--- config.mk ---
export PLATFORM = sky130hd
export DESIGN_NAME = sram_controller_flat
export DESIGN_NICKNAME = d
export VERILOG_FILES = /design/src/rtl/sram_controller_pkg.sv /design/src/rtl/sram_controller_if.sv /design/src/rtl/sram_controller.sv /design/src/flat_wrapper.sv
export SDC_FILE = /design/constraint.sdc
export NUM_CORES = 1
export LEC_CHECK = 0
export BUFFER_PORTS_ARGS = -buffer_cell sky130_fd_sc_hd__buf_2
export CAP_MARGIN = 10
export CORE_AREA = 2 2 77 79
export CTS_BUF_LIST = sky130_fd_sc_hd__clkbuf_8
export DETAILED_ROUTE_END_ITERATION = 10
export DIE_AREA = 0 0 79 81
export PLACE_DENSITY = 0.95
export SKIP_LAST_GASP = 1
export SYNTH_ARGS = -nofsm -noshare
export SYNTH_HDL_FRONTEND = slang
export SYNTH_SLANG_ARGS = --single-unit
--- constraint.sdc ---
create_clock -name clk -period 6.8 [get_ports clk]
set_input_delay 0.34 -clock clk [delete_from_list [all_inputs] [get_ports clk]]
set_output_delay 0.34 -clock clk [all_outputs]
set_load 0.05 [all_outputs]
--- src/rtl/sram_controller_pkg.sv ---
// Shared types and constants for the external 16-bit SRAM bridge.
package sram_controller_pkg;

    // Access sequencer states: request accepted, low half, high half, completion.
    typedef enum logic [1:0] {
        IDLE = 2'd0,
        LOW  = 2'd1,
        HIGH = 2'd2,
        DONE = 2'd3
    } state_t;

    localparam int SRAM_ADDR_W = 18;
    localparam int SRAM_DATA_W = 16;

    // CPU byte address that lands on SRAM word 0.
    localparam logic [31:0] DEFAULT_BASE_ADDR     = 32'd1024;
    localparam int          DEFAULT_ACCESS_CYCLES = 2;

endpackage

--- src/rtl/sram_controller_if.sv ---
// CPU-side MEM-stage bus of the SRAM bridge: one 32-bit load or store per request.
interface sram_controller_if;

    logic        wrEnIn;
    logic        rdEnIn;
    logic [31:0] addressIn;
    logic [31:0] writeDataIn;
    logic [31:0] readDataOut;
    logic        readyOut;

    // Pipeline side issues requests and freezes while readyOut is low.
    modport master (
        output wrEnIn, rdEnIn, addressIn, writeDataIn,
        input  readDataOut, readyOut
    );

    // Controller side.
    modport slave (
        input  wrEnIn, rdEnIn, addressIn, writeDataIn,
        output readDataOut, readyOut
    );

endinterface

--- src/rtl/sram_controller.sv ---
// Splits each 32-bit CPU load/store into two timed 16-bit accesses to an
// external asynchronous SRAM, low half first. The pad tristate is built by
// the enclosing top level from SRAM_DQ_Out / SRAM_DQ_OE / SRAM_DQ_In.
module sram_controller
    import sram_controller_pkg::*;
#(
    parameter logic [31:0] BASE_ADDR     = DEFAULT_BASE_ADDR,
    // Clocks per 16-bit half-access; must be at least 2 so the write strobe
    // can rise one cycle before address and data change.
    parameter int          ACCESS_CYCLES = DEFAULT_ACCESS_CYCLES
) (
    input  logic                   clk,
    input  logic                   rst,
    sram_controller_if.slave       bus,
    output logic [SRAM_ADDR_W-1:0] SRAM_ADDR,
    output logic [SRAM_DATA_W-1:0] SRAM_DQ_Out,
    output logic                   SRAM_DQ_OE,
    input  logic [SRAM_DATA_W-1:0] SRAM_DQ_In,
    output logic                   SRAM_WE_N,
    output logic                   SRAM_OE_N,
    output logic                   SRAM_CE_N,
    output logic                   SRAM_UB_N,
    output logic                   SRAM_LB_N
);

    localparam int                CNT_W    = $clog2(ACCESS_CYCLES + 1);
    localparam logic [CNT_W-1:0]  LAST_CNT = CNT_W'(ACCESS_CYCLES - 1);

    state_t                   state;
    state_t                   state_nxt;
    logic [CNT_W-1:0]         wait_cnt;
    logic                     op_write;
    logic [SRAM_DATA_W-1:0]   low_half;
    logic [31:0]              read_data;
    logic                     chip_off;
    logic                     req;
    logic                     phase_last;
    logic [SRAM_ADDR_W-2:0]   word_idx;

    assign req        = bus.wrEnIn | bus.rdEnIn;
    assign phase_last = (wait_cnt == LAST_CNT);
    // Offset from the window base wraps modulo 2^32; the byte lane bits drop out.
    assign word_idx   = (SRAM_ADDR_W - 1)'((bus.addressIn - BASE_ADDR) >> 2);

    // State register with synchronous active-low reset.
    always_ff @(posedge clk) begin
        // NOTE: sequential state uses non-blocking assignments so every flop
        // samples the pre-edge values regardless of block evaluation order.
        if (!rst) begin
            state <= IDLE;
        end else begin
            state <= state_nxt;
        end
    end

    // Next-state logic: a request leaves IDLE, each phase lasts ACCESS_CYCLES clocks.
    always_comb begin
        // NOTE: the default assignment up front keeps every path assigned, so
        // no latch is inferred for the hold-state case.
        state_nxt = state;
        case (state)
            IDLE: if (req)        state_nxt = LOW;
            LOW:  if (phase_last) state_nxt = HIGH;
            HIGH: if (phase_last) state_nxt = DONE;
            DONE:                 state_nxt = IDLE;
            default:              state_nxt = IDLE;
        endcase
    end

    // Phase timer, operation latch, load result and chip-enable register.
    always_ff @(posedge clk) begin
        if (!rst) begin
            wait_cnt  <= '0;
            op_write  <= 1'b0;
            read_data <= '0;
            chip_off  <= 1'b1;
        end else begin
            chip_off <= 1'b0;
            case (state)
                IDLE: begin
                    if (req) begin
                        op_write <= bus.wrEnIn;
                        wait_cnt <= '0;
                    end
                end
                LOW, HIGH: begin
                    wait_cnt <= phase_last ? '0 : wait_cnt + 1'b1;
                    if (!op_write && phase_last && state == HIGH) begin
                        read_data <= {SRAM_DQ_In, low_half};
                    end
                end
                default: ;
            endcase
        end
    end

    // Low-half holding register for loads.
    always_ff @(posedge clk) begin
        // NOTE: no reset here; low_half is always rewritten at the end of LOW
        // before HIGH can use it, so a reset branch would only cost logic.
        if (state == LOW && !op_write && phase_last) begin
            low_half <= SRAM_DQ_In;
        end
    end

    // SRAM pin drive as a function of state, phase timer and latched operation.
    always_comb begin
        SRAM_ADDR   = '0;
        SRAM_DQ_Out = '0;
        SRAM_DQ_OE  = 1'b0;
        SRAM_WE_N   = 1'b1;
        SRAM_OE_N   = 1'b1;
        if (state == LOW || state == HIGH) begin
            SRAM_ADDR = {word_idx, (state == HIGH)};
            if (op_write) begin
                SRAM_DQ_OE  = 1'b1;
                SRAM_DQ_Out = (state == HIGH) ? bus.writeDataIn[31:16]
                                              : bus.writeDataIn[15:0];
                // Strobe rises on the last cycle so address/data are held past it.
                SRAM_WE_N   = phase_last;
            end else begin
                SRAM_OE_N = 1'b0;
            end
        end
    end

    assign bus.readyOut    = (state == IDLE && !req) || (state == DONE);
    assign bus.readDataOut = read_data;
    assign SRAM_CE_N       = chip_off;
    assign SRAM_UB_N       = chip_off;
    assign SRAM_LB_N       = chip_off;

endmodule
--- src/flat_wrapper.sv ---
// flat-port wrapper written by rule: the top's interface ports become plain ports
module sram_controller_flat import sram_controller_pkg::*;
#(
    parameter logic [31:0] BASE_ADDR     = DEFAULT_BASE_ADDR,
                                                                            
                                                         
    parameter int          ACCESS_CYCLES = DEFAULT_ACCESS_CYCLES
)
  (clk, rst, SRAM_ADDR, SRAM_DQ_Out, SRAM_DQ_OE, SRAM_DQ_In, SRAM_WE_N, SRAM_OE_N, SRAM_CE_N, SRAM_UB_N, SRAM_LB_N, bus_wrEnIn, bus_rdEnIn, bus_addressIn, bus_writeDataIn, bus_readDataOut, bus_readyOut);
  sram_controller_if bus_i ();
  input  logic clk;
  input  logic rst;
  output logic [SRAM_ADDR_W-1:0] SRAM_ADDR;
  output logic [SRAM_DATA_W-1:0] SRAM_DQ_Out;
  output logic SRAM_DQ_OE;
  input  logic [SRAM_DATA_W-1:0] SRAM_DQ_In;
  output logic SRAM_WE_N;
  output logic SRAM_OE_N;
  output logic SRAM_CE_N;
  output logic SRAM_UB_N;
  output logic SRAM_LB_N;
  input wire logic [$bits(bus_i.wrEnIn)-1:0] bus_wrEnIn;
  input wire logic [$bits(bus_i.rdEnIn)-1:0] bus_rdEnIn;
  input wire logic [$bits(bus_i.addressIn)-1:0] bus_addressIn;
  input wire logic [$bits(bus_i.writeDataIn)-1:0] bus_writeDataIn;
  output wire logic [$bits(bus_i.readDataOut)-1:0] bus_readDataOut;
  output wire logic [$bits(bus_i.readyOut)-1:0] bus_readyOut;
  assign bus_i.wrEnIn = bus_wrEnIn;
  assign bus_i.rdEnIn = bus_rdEnIn;
  assign bus_i.addressIn = bus_addressIn;
  assign bus_i.writeDataIn = bus_writeDataIn;
  assign bus_readDataOut = bus_i.readDataOut;
  assign bus_readyOut = bus_i.readyOut;
  sram_controller #(.BASE_ADDR(BASE_ADDR), .ACCESS_CYCLES(ACCESS_CYCLES)) u_core (.clk(clk), .rst(rst), .bus(bus_i), .SRAM_ADDR(SRAM_ADDR), .SRAM_DQ_Out(SRAM_DQ_Out), .SRAM_DQ_OE(SRAM_DQ_OE), .SRAM_DQ_In(SRAM_DQ_In), .SRAM_WE_N(SRAM_WE_N), .SRAM_OE_N(SRAM_OE_N), .SRAM_CE_N(SRAM_CE_N), .SRAM_UB_N(SRAM_UB_N), .SRAM_LB_N(SRAM_LB_N));
endmodule
Yosys cells after proc, flatten, opt, wreduce, memory -nomap -nowiden
Cells that the tools add are included.
{"block": "classes", "mux": 17, "add_sub_neg": 2, "bitwise": 1, "reduce_logical": 16, "n_eq_ne": 7}
{"operator": "16-bit two-way mux", "count": 3}
{"operator": "19-bit by 11-bit subtractor with 19-bit output, second input constant", "count": 1}
{"operator": "18-bit two-way mux", "count": 1}
{"operator": "2-bit two-way mux", "count": 5}
{"operator": "2-bit case mux with 4 select lines", "count": 1}
{"operator": "1-bit two-way mux", "count": 6}
{"operator": "2-bit by 1-bit inequality test with 1-bit output, second input constant", "count": 3}
{"operator": "2-bit AND reduction", "count": 3}
{"operator": "1-bit logical AND", "count": 5}
{"operator": "2-bit by 1-bit == test with 1-bit output, second input constant", "count": 2}
{"operator": "2-bit == test, second input constant", "count": 2}
{"operator": "2-bit case mux with 2 select lines", "count": 1}
{"operator": "3-bit AND reduction", "count": 1}
{"operator": "2-bit by 1-bit adder with 2-bit output, second input constant", "count": 1}
{"operator": "1-bit logical NOT", "count": 2}
{"operator": "2-bit logical NOT", "count": 1}
{"operator": "1-bit logical OR", "count": 2}
{"operator": "2-bit nonzero test", "count": 1}
{"operator": "2-bit OR reduction", "count": 1}
{"operator": "1-bit OR", "count": 1}
{"block": "totals", "out_inout_bits": 73, "reg_bits": 54, "wordCells": 49}

Depth between registers and ports, before layout
{"block": "depth", "depth_word": 4, "ltp_mapped": 7}

Least setup slack after synthesis
OpenSTA, ideal clock, no wires.
{"block": "synth_timing", "path_type": "reg-to-output", "startpoint": "register u_core.state[0]", "endpoint": "output port SRAM_DQ_Out[10]", "setup_slack_ps": 4299, "t_required_ps": 6460, "t_arrival_ps": 2161, "path_stages_with_launch": 7, "n_path_buf": 2, "path_cell_list": "dfxtp_1 -> inv_1 -> ha_1 -> buf_4 -> buf_2 -> mux2i_1 -> nor2_1"}
{"block": "synth_via", "elab_chain_len": 4, "elab_cells_between_ends": 6}
{"item": "start, declared", "line_no": "sram_controller.sv:29", "text": "state_t state;"}
{"item": "start signal, assigned", "line_no": "sram_controller.sv:52", "text": "state <= state_nxt;"}
{"item": "2-bit == test", "line_no": "sram_controller.sv:113, sram_controller.sv:117"}
{"item": "16-bit two-way mux", "line_no": "sram_controller.sv:117", "text": "SRAM_DQ_Out = (state == HIGH) ? bus.writeDataIn[31:16]"}
{"item": "16-bit two-way mux", "line_no": "sram_controller.sv:115", "text": "if (op_write) begin"}
{"item": "16-bit two-way mux *", "line_no": "sram_controller.sv:113", "text": "if (state == LOW || state == HIGH) begin"}
{"item": "end, declared", "line_no": "flat_wrapper.sv:14", "text": "output logic [SRAM_DATA_W-1:0] SRAM_DQ_Out;"}
Mark *: on every way between the ends. The rest lies on a longest branch, timed or not.

Final worst setup path
{"block": "layout_timing", "startpoint": "register u_core.state[0]", "endpoint": "output port SRAM_DQ_Out[14]"}
Same word-level chain as after synthesis.

==> impl_metrics.ini <==
[pwr]
irDropWorstVdd_uv = 274
p_per_area_nw_per_um2 = 329
p_leak_nw = 1.60

[setup_path]
worst-setup-path-type = reg -> out
crit_path_end_kind = output port
critPathLaunchType = flip-flop
crit_path_max_fanout = 17
critPathRequiredTime_ns = 6.46
arrival_ns = 2.29

[synthesis]
ys.flop_type = dfxtp_1
netlist-cell-type-count = 28
ys_seq_area_share_pct = 48.3
yosys.area.top_type = dfxtp_1
synthCells = 269
synth_edf_count = 16
ys_warn_count = 0
synth.most_common_cell = nand2_1
syn-cell-area_um2 = 2570
avgSynthCellArea_um2 = 9.55
syn_nets = 358
synthDominantCellAreaShare_pct = 29.6
synth_commonest_cells = nand2_1, mux2i_1, dfxtp_1, nor2_1, edfxtp_1
yosys_register_bits = 54
async_flop_share_pct = 0
synth_area_leaders = dfxtp_1, mux2i_1, edfxtp_1, nand2_1, nor2_1

[timing]
final-hold-violation-count = 0
setup_violations = 0
slew_viol_final = 0
slew_headroom_pct = 25.0
min_period_ns = 2.63
layout_worst_path_cycle_share_pct = 38.7
clock_skew_ns = 0.00563
grt_setup_unrepaired = false
fin_setup_tns_ns = 0
max_clock_freq_ghz = 0.380
worstMarginPinSlew_ns = 1.13

[floorplanning]
placement_rows = 28
dieArea_um2 = 6400
start_util_pct = 45.3
die-height_um = 81
core-area_um2 = 5680
die_w_um = 79
io_pins = 157

[finish]
drive_gt1_share_pct = 39.1
nets = 490
finalInstanceArea_um2 = 3390
antenna_cells = 0
areaGrowthSynthToFinish_pct = 31.8

[drt]
drt-initial-drc-count = 116
drc = 0
vias = 2255
firstDrtPassIters = 4
routed_via_density = 4.73
avgRoutedWirePerCell_um = 12.5
wirelength_um = 5950
antenna_left = 0

[place]
port_buffers = 141
post_dp_cell_area_um2 = 3290
dp_hpwl_um = 4570
gp_congestion = 0.740

[grt]
grt.total_usage_pct = 17.9
antenna_found_initial = 0
first_global_vias = 2095
overflow = 0
grt_max_degree = 71
grt_pass1_wl_um = 9140

[clock_network]
cts_buffer_depth = 2
cts_tree = yes
cts-resized-gates = 0
cts_hold_buffers = 0
cts.sinks = 54
clock_latency_ns = 0.30
cts.reportedPaths.clkPinSlew_ns = 0.09
cts-htree-levels = 2
numCtsBuffers = 5
postCtsSetupBuffers = 0
cts-root-buf = clkbuf_8

[run_status]
status = finished clean

[hold_path]
hp-class = in -> reg

[job]
maxCapViolations = 0
-- power breakdown --
group	internal (W)	total (W)	switching (W)	leakage [nW]
Combinational	0.000153	0.000575	0.000422	1.10
Clock	0.0000714	0.000171	0.000100	0.0493
Sequential	0.000354	0.000366	0.0000126	0.452
Total	0.000578	0.00111	0.000535	1.60
-- logic make-up after synthesis --
| kind of cell | synth area share (%) |
|---|---|
| compound gates | 4.19 |
| xor+xnor | 0.341 |
| fa+ha+maj | 2.43 |
| buf+inv | 4.77 |
| flops | 48.3 |
| mux | 19.9 |
| simple gates | 20.1 |
-- path summary, 6_finish.rpt --
check / start / endpoint / slack, ns / cells after the start
max: u_core.state[0]$_SDFFE_PN0P_ / SRAM_DQ_Out[14] / 4.17 / 5
min: SRAM_DQ_In[15] / u_core.low_half[15]$_DFFE_PP_ / 0.22 / 1
max reg2reg: u_core.state[0]$_SDFFE_PN0P_ / u_core.bus.readDataOut[10]$_SDFFE_PN0P_ / 4.26 / 6
min reg2reg: u_core.bus.readDataOut[4]$_SDFFE_PN0P_ / u_core.bus.readDataOut[4]$_SDFFE_PN0P_ / 0.46 / 2
-- stage by stage --
step | setup WS (ns) | instances | total power [W] | hold slack, ns | util (%)
after floorplan | 4.30 | 269 | 0.000831 | 0.439 | -
after global placement | 4.41 | 468 | 0.000936 | 0.440 | 58.0
after CTS | 4.14 | 476 | 0.00112 | 0.211 | 59.5
after detailed placement | 4.26 | 468 | 0.000950 | 0.446 | 58.0
final | 4.17 | 477 | 0.00111 | 0.223 | 59.7
after global routing | 3.95 | 477 | 0.00117 | 0.211 | 59.7
-- sequential cells by signal, indices dropped and copies added (netlist names) --
signal,flops
u_core.wait_cnt,2
u_core.bus.readDataOut,32
u_core.low_half,16
u_core.SRAM_CE_N,1
u_core.op_write,1
u_core.state,2
-- layout by cell type, fill, tap and decap left out, types with 2 or more instances in the layout --
cell type / Yosys / layout
nand2b_1: 5 / 5
clkbuf_8: 0 / 5
buf_2: 2 / 141
mux2i_1: 51 / 51
or2_2: 3 / 3
and2_1: 8 / 8
inv_1: 7 / 8
ha_1: 5 / 5
edfxtp_1: 16 / 16
dfxtp_1: 38 / 38
nand2_1: 70 / 70
or3_1: 3 / 3
o21ai_0: 3 / 3
o211a_1: 2 / 2
a21oi_1: 6 / 6
nor2_1: 21 / 21
o31ai_1: 2 / 2
-- critical path, cell delays in order (launching register included) --
cell and delay (ns):
dfxtp_1 0.39, inv_1 0.08, ha_1 0.55, nand2_1 0.44, nor2_1 0.24, buf_2 0.29
-- cell type report --
type / count / area (µm²)
clock buffer: 5 / 68.8
clock inverter: 3 / 17.5
inverter: 8 / 30.0
multi-input combinational: 189 / 1210
timing repair buffer: 143 / 724
fill: 479 / 2290
tap: 75 / 93.8
sequential: 54 / 1240
-- metal layers --
layer  GRT usage [%]  vias to the layer above  share of wire [%]
met5               0                        -                  0
met4            7.59                        0                1.4
met3            3.22                       10                4.9
met2            33.4                       68                 53
met1            20.0                     1019                 41
li1                -                     1158                  -
No activity file was read; power rests on OpenSTA's default activity.
